==> src/rtl/dash_annunciator.sv <==
// Two-channel latching annunciator that drives two lamps and a buzzer. Optional lamp_test override under DASH_LAMP_TEST_EN.
// Latency: an input change is captured at edge k and reaches the FSM at edge k+2; outputs decode registers only; no backpressure.
module dash_annunciator #(
  parameter int TICK_DIV = 50000000
) (
  input  logic       clk,
  input  logic       rst,
  input  logic [1:0] ind,
  input  logic       ack,
`ifdef DASH_LAMP_TEST_EN
  input  logic       lamp_test,
`endif
  output logic [1:0] led,
  output logic       buzzer
);

  localparam int CW = $clog2(TICK_DIV);
  localparam logic [CW-1:0] CNT_MAX = CW'(TICK_DIV - 1);

  localparam logic [1:0] IDLE  = 2'd0;
  localparam logic [1:0] ALERT = 2'd1;
  localparam logic [1:0] ACKED = 2'd2;
  localparam logic [1:0] HELD  = 2'd3;

  logic [1:0]      ind_m, ind_s;
  logic            ack_m, ack_s, ack_d, ack_p;
  logic [CW-1:0]   cnt;
  logic            fph, sph, wrap;
  logic [1:0][1:0] st, st_nx;
  logic [1:0]      led_n;
  logic            buz_n;

  always_ff @(posedge clk or posedge rst) begin
    if (rst) begin
      ind_m <= 2'b00;
      ind_s <= 2'b00;
      ack_m <= 1'b0;
      ack_s <= 1'b0;
      ack_d <= 1'b0;
    end else begin
      ind_m <= ind;
      ind_s <= ind_m;
      ack_m <= ack;
      ack_s <= ack_m;
      ack_d <= ack_s;
    end
  end

  // One pulse per press, however long the button is held.
  assign ack_p = ack_s & ~ack_d;

  assign wrap = (cnt == CNT_MAX);

  // Free-running blink timebase; channel events never restart it.
  always_ff @(posedge clk or posedge rst) begin
    if (rst) begin
      cnt <= '0;
      fph <= 1'b0;
      sph <= 1'b0;
    end else begin
      cnt <= wrap ? '0 : cnt + 1'b1;
      if (wrap) begin
        fph <= ~fph;
        if (fph) sph <= ~sph;
      end
    end
  end

  always_comb begin
    st_nx = st;
    for (int n = 0; n < 2; n++) begin
      case (st[n])
        IDLE:    if (ind_s[n]) st_nx[n] = ALERT;
        ALERT: begin
          if (ack_p)          st_nx[n] = ind_s[n] ? ACKED : IDLE;
          else if (!ind_s[n]) st_nx[n] = HELD;
        end
        ACKED:   if (!ind_s[n]) st_nx[n] = IDLE;
        default: begin
          // A returning warning beats a simultaneous acknowledge.
          if (ind_s[n])   st_nx[n] = ALERT;
          else if (ack_p) st_nx[n] = IDLE;
        end
      endcase
    end
  end

  always_ff @(posedge clk or posedge rst) begin
    if (rst) st <= {IDLE, IDLE};
    else     st <= st_nx;
  end

  always_comb begin
    led_n = 2'b00;
    buz_n = 1'b0;
    for (int n = 0; n < 2; n++) begin
      case (st[n])
        IDLE:    led_n[n] = 1'b0;
        ALERT:   led_n[n] = fph;
        ACKED:   led_n[n] = 1'b1;
        default: led_n[n] = sph;
      endcase
      buz_n = buz_n | (st[n] == ALERT);
    end
  end

`ifdef DASH_LAMP_TEST_EN
  logic lt_m, lt_s;

  always_ff @(posedge clk or posedge rst) begin
    if (rst) begin
      lt_m <= 1'b0;
      lt_s <= 1'b0;
    end else begin
      lt_m <= lamp_test;
      lt_s <= lt_m;
    end
  end

  assign led    = lt_s ? 2'b11 : led_n;
  assign buzzer = lt_s | buz_n;
`else
  assign led    = led_n;
  assign buzzer = buz_n;
`endif

endmodule
==> config.mk <==
export PLATFORM = sky130hd
export DESIGN_NAME = dash_annunciator
export DESIGN_NICKNAME = d
export VERILOG_FILES = /design/src/rtl/dash_annunciator.sv
export SDC_FILE = /design/constraint.sdc
export NUM_CORES = 1
export LEC_CHECK = 0
export BUFFER_PORTS_ARGS = -buffer_cell sky130_fd_sc_hd__buf_2
export CAP_MARGIN = 20
export CORE_MARGIN = 2
export CORE_UTILIZATION = 54
export DETAILED_ROUTE_END_ITERATION = 6
export PLACE_DENSITY_LB_ADDON = 0.15
export RECOVER_POWER = 100
export SYNTH_ARGS = -nofsm -noshare
export SYNTH_HDL_FRONTEND = slang
export SYNTH_SLANG_ARGS = --single-unit
==> constraint.sdc <==
create_clock -name clk -period 1.8 [get_ports clk]
set_clock_uncertainty 0.1 [all_clocks]
set_input_delay 0.09 -clock clk [delete_from_list [all_inputs] [get_ports clk]]
set_output_delay 0.09 -clock clk [all_outputs]
set_load 0.1 [all_outputs]
Word-level counts from Yosys, hierarchy flattened
Index checks and enable logic that the tools add are counted.

operators by class
  $add $sub $neg = 1
  equal/unequal tests = 11
  mux-type cells = 18
  bitwise gates (word level) = 5
  reductions and logical operators = 7

operator list
  kind                     number
  $add A26 B1 Y26 const B  1
  $eq A26 B26 Y1 const B   1
  $mux W2                  13
  $mux W26                 1
  $pmux W2 S3              2
  $ne A2 B2 Y1 const B     4
  $reduce_and A4 Y1        2
  $reduce_bool A4 Y1       2
  $ne A3 B3 Y1 const B     2
  $pmux W1 S3              2
  $eq A2 B1 Y1 const B     2
  $eq A2 B2 Y1 const B     2
  $logic_not A2 Y1         2
  $not A1 Y1               3
  $reduce_and A2 Y1        1
  $and A1 B1 Y1            1
  $or A1 B1 Y1             1

storage, ports and cells
  bits in registers = 39
  input bits = 5
  output and inout bits = 3

Logic depth before layout (Yosys ltp)
  depth in word-level cells = 5
  mapped depth = 7
  depth with buffers taken out = 6

Worst setup path after synthesis
Ideal clock, no wire load.

  path type = register -> output
  start point = register st[1] in the netlist's numbering
  end point = output led[0]
  data arrival time = 2.837 ns
  path slack = -1.227 ns
  cell stages (with the launch flop) = 5
  buffers on the path = 0
  cell sequence = dfrtp_1 inv_1 ha_1 a21oi_1 o21ai_0

between the ends
  cells in the longest elaborated chain, start to end = 2

ends and longest elaborated chain
  what                                  RTL line  source
  start, declared                       29        logic [1:0][1:0] st, st_nx;
  start signal, assigned                89        if (rst) st <= {IDLE, IDLE};
  start signal, assigned                90        else st <= st_nx;
  $eq A2 B2 Y1 (tied with other cells)  97        case (st[n])
  $pmux W1 S3 (*)                       97
  end, declared                         13        output logic [1:0] led,

Every way passes the cells marked *; elsewhere a longest branch is shown, timed or not.

Worst setup path in the final report
  start point = register cnt[0]
  end point = register cnt[22]

between the ends
  cells in the longest elaborated chain, start to end = 2

ends and longest elaborated chain
  what                                                      RTL line  source
  start, declared                                           27        logic [CW-1:0] cnt;
  start signal, assigned                                    61        cnt <= wrap ? '0 : cnt + 1'b1;
  $add A26 B1 Y26 / $eq A26 B26 Y1 (equally long branches)  61, 52
  $mux W26 (*)                                              61

Marked as above.
A chain may end at the register's enable or synchronous reset.

==> summary.txt <==
Outcome
  – Status: finished clean

Global routing
  – Total global-route track usage: approximately 22%
  – Remaining Overflow, GRT: 0
  – Largest net degree at the start of global routing: 40
  – Initial antenna violation count: 0
  – Vias in the first global route: ~1600
  – First-pass GRT wire length: 7180 um

Drt
  – Detail Route met2 WL: around 2200 um
  – Residual DRC: 0
  – Top Layer Used: met4
  – Routed WL per cell: 16.2 um
  – ANT nets after route: 0
  – WL final: between 4000 and 5000 um
  – Drt first-iter violations: 63
  – Vias per cell: 5.89
  – WL met3: 202 um
  – DR vias: between 1500 and 2000
  – DRT Pass-1 Iters: 4
  – Met1 Wirelength: a little under 2000 um

Clock tree
  – Clock buffer depth: 2
  – CTS tree: built
  – Total CTS buffers: 5
  – Skew-Pair Late Insertion Delay: approximately 300 ps
  – Clock slew seen by the registers of the worst setup and hold paths: ~80 ps
  – CTS Sinks: 39
  – H-Tree Level Count: 2
  – Root Driver: clkbuf_8

Die
  – # IOs: 8
  – Initial Util: between 50% and 60%
  – Die W: approximately 65 um
  – Rows: 22
  – Core area: ~3600 um2
  – Die Footprint: approximately 4200 um2
  – Die height: 65.1 um

Place
  – RePlAce Congestion: 1.03
  – DP HPWL: between 2000 and 3000 um
  – Placed cell count: 260
  – # port buffers: 7

Yosys
  – Distinct cells, synth: 38
  – Syn nets: a little over 200
  – Yosys top cell area share: a little under 50%
  – Post-synth ARST share: 100%
  – Sequential share of the synthesized area: about half
  – Mapped cell area: around 2000 um2
  – Yosys warning count: 0
  – #FFs+latches synth: 39
  – Synth area leader: dfrtp_1
  – Syn_area_per_cell: around 10 um2
  – Top post-synthesis cells by area: dfrtp_1 (48%), ha_1 (5.6%), xnor2_1 (3.9%)
  – Ys flop type: dfrtp_1
  – Gate Count Post-Synth: approximately 190
  – EDFF count, synth: 0

Critical path
  – Arr. time, crit path: between 1500 and 2000 ps
  – Worst setup SP type: flip-flop
  – Worst setup path start: cnt[0]
  – CP required: around 1900 ps
  – Crit end category: flip-flop
  – CP max FO: 4
  – Worst r2r src: cnt[0]
  – Crit path kind: flip-flop to flip-flop

Cells and area
  – Cell Count, Final, Fillers Out: between 200 and 300
  – Share of layout cells above drive strength 1: between 20 and 30%
  – Area Growth Syn to Fin: 24.5%
  – Fill count: 290
  – ANT cells: 0
  – Nets@finish: about 240

Timing
  – Setup-failing EPs final: 0
  – RSZ-0062 raised after global routing: yes
  – Final hold violation count: 0
  – Fmax: between 0.5 and 0.6 GHz
  – Final Cycle Share: a little over nine tenths
  – Slew @ Worst Pin: around 940 ps
  – Slew Viols, Final: 0
  – Slew HR: 37.6%
  – Final min period: between 1500 and 2000 ps
  – TNS Setup: 0 ps

Hold path
  – Path category of the worst min-delay check: flip-flop to flip-flop
  – Hold_sp: ind_m[1]

Power
  – Pwr dens: 967 nW/um2
  – Lkg Pwr: 1.17 nW
  – Maximum VDD drop: around 0.00066 V

Run
  – MaxCap Viol Count: 0
==> kinds of logic after synthesis <==
group	Yosys count	synth area share, %
compound gates	32	9.32
xor+xnor	16	6.96
fa+ha+maj	9	5.59
buf+inv	19	4.60
flops	39	48.4
mux	7	3.60
simple gates	70	21.5
==> flip-flops by register name, summed over array words and instances, names as in the netlist <==
register and flops:
st 4, ind_s 2, ack_s 1, ack_d 1
ack_m 1, fph 1, cnt 26, ind_m 2
sph 1
==> cell usage in the layout, fill, tap and decap left out, types with 7 or more instances in the layout <==
cell type and instances:
nor2_1 8, ha_1 7, xor2_1 7, o21ai_0 7, inv_1 12, dfrtp_1 38, nand2_1 9, buf_4 22
xnor2_1 9, a21oi_1 12, nand3_1 9
==> report_power, final <==
part / switching (W) / internal (W) / leakage (nW)
clock network: 0.000319 / 0.000269 / 0.0402
registers: 0.0000484 / 0.000930 / 0.505
logic: 0.000535 / 0.000323 / 0.624
==> per-layer routing <==
layer / global-route usage (%) / up-vias
met1: 29.6 / 824
met2: 36.1 / 42
li1: - / 757
met4: 8.07 / 0
met5: 0 / -
met3: 5.73 / 9
==> worst paths after layout <==
| check | endpoint | slack [ps] | cells past startpoint |
|---|---|---|---|
| worst min-delay path | ind_s[1] | 260 | 0 |
| worst max-delay path | cnt[22] | 30 | 5 |
| worst max register to register | cnt[22] | 30 | 5 |
| max in group asynchronous | cnt[16] | 460 | 4 |
| worst min register to register | ind_s[1] | 260 | 0 |
| min in group asynchronous | cnt[18] | 510 | 4 |
==> critical path, stage by stage, from the launching register on <==
cell and delay, ps:
dfrtp_1 380, ha_2 190, and3_4 220, nand4_2 130, or4_4 500, mux2i_1 130
==> per-stage QoR <==
| step | area [um2] | hold slack [ps] | total power (W) | utilization (%) | setup slack (ps) |
|---|---|---|---|---|---|
| after floorplan | 2020 | 21.4 | 0.00160 | - | 39.1 |
| after detailed placement | 2250 | 100 | 0.00180 | 61.9 | 0.898 |
| after CTS | 2380 | 269 | 0.00240 | 65.6 | 13.7 |
| after global routing | 2510 | 274 | 0.00257 | 69.0 | -27.3 |
| final | 2510 | 264 | 0.00242 | 69.0 | 29.8 |
| after global placement | 2250 | 98.8 | 0.00174 | 61.9 | 64.5 |
==> synthesized netlist by cell type (all sizes together), types with 4 or more instances <==
master	number
a21oi	14
and3	6
and4	4
buf	7
dfrtp	39
ha	9
inv	12
mux2i	5
nand2	10
nand3	11
nand4	8
nor2	8
nor4	4
o21ai	9
o31ai	5
or3	4
or4	4
xnor2	9
xor2	7
==> layout make-up <==
type,instances,area [um2],area share (%)
multi-input combinational,134,1030,41.2
clock inverter,3,20.0,0.798
sequential,39,977,39.0
tap,48,60.1,2.40
inverter,12,45.0,1.80
timing repair buffer,36,304,12.1
clock buffer,5,68.8,2.74
==> timing repair <==
item | 4_1_cts | 5_1_grt
pin swaps | 0 | 2
hold endpoints to repair | 42 | 0
endpoints found under the setup margin | 13 | 22
gates resized for setup | 2 | 22
gates cloned | 0 | 1
setup buffers | 0 | 4
hold buffers | 4 | 0
No activity file was read; power rests on OpenSTA's default activity.
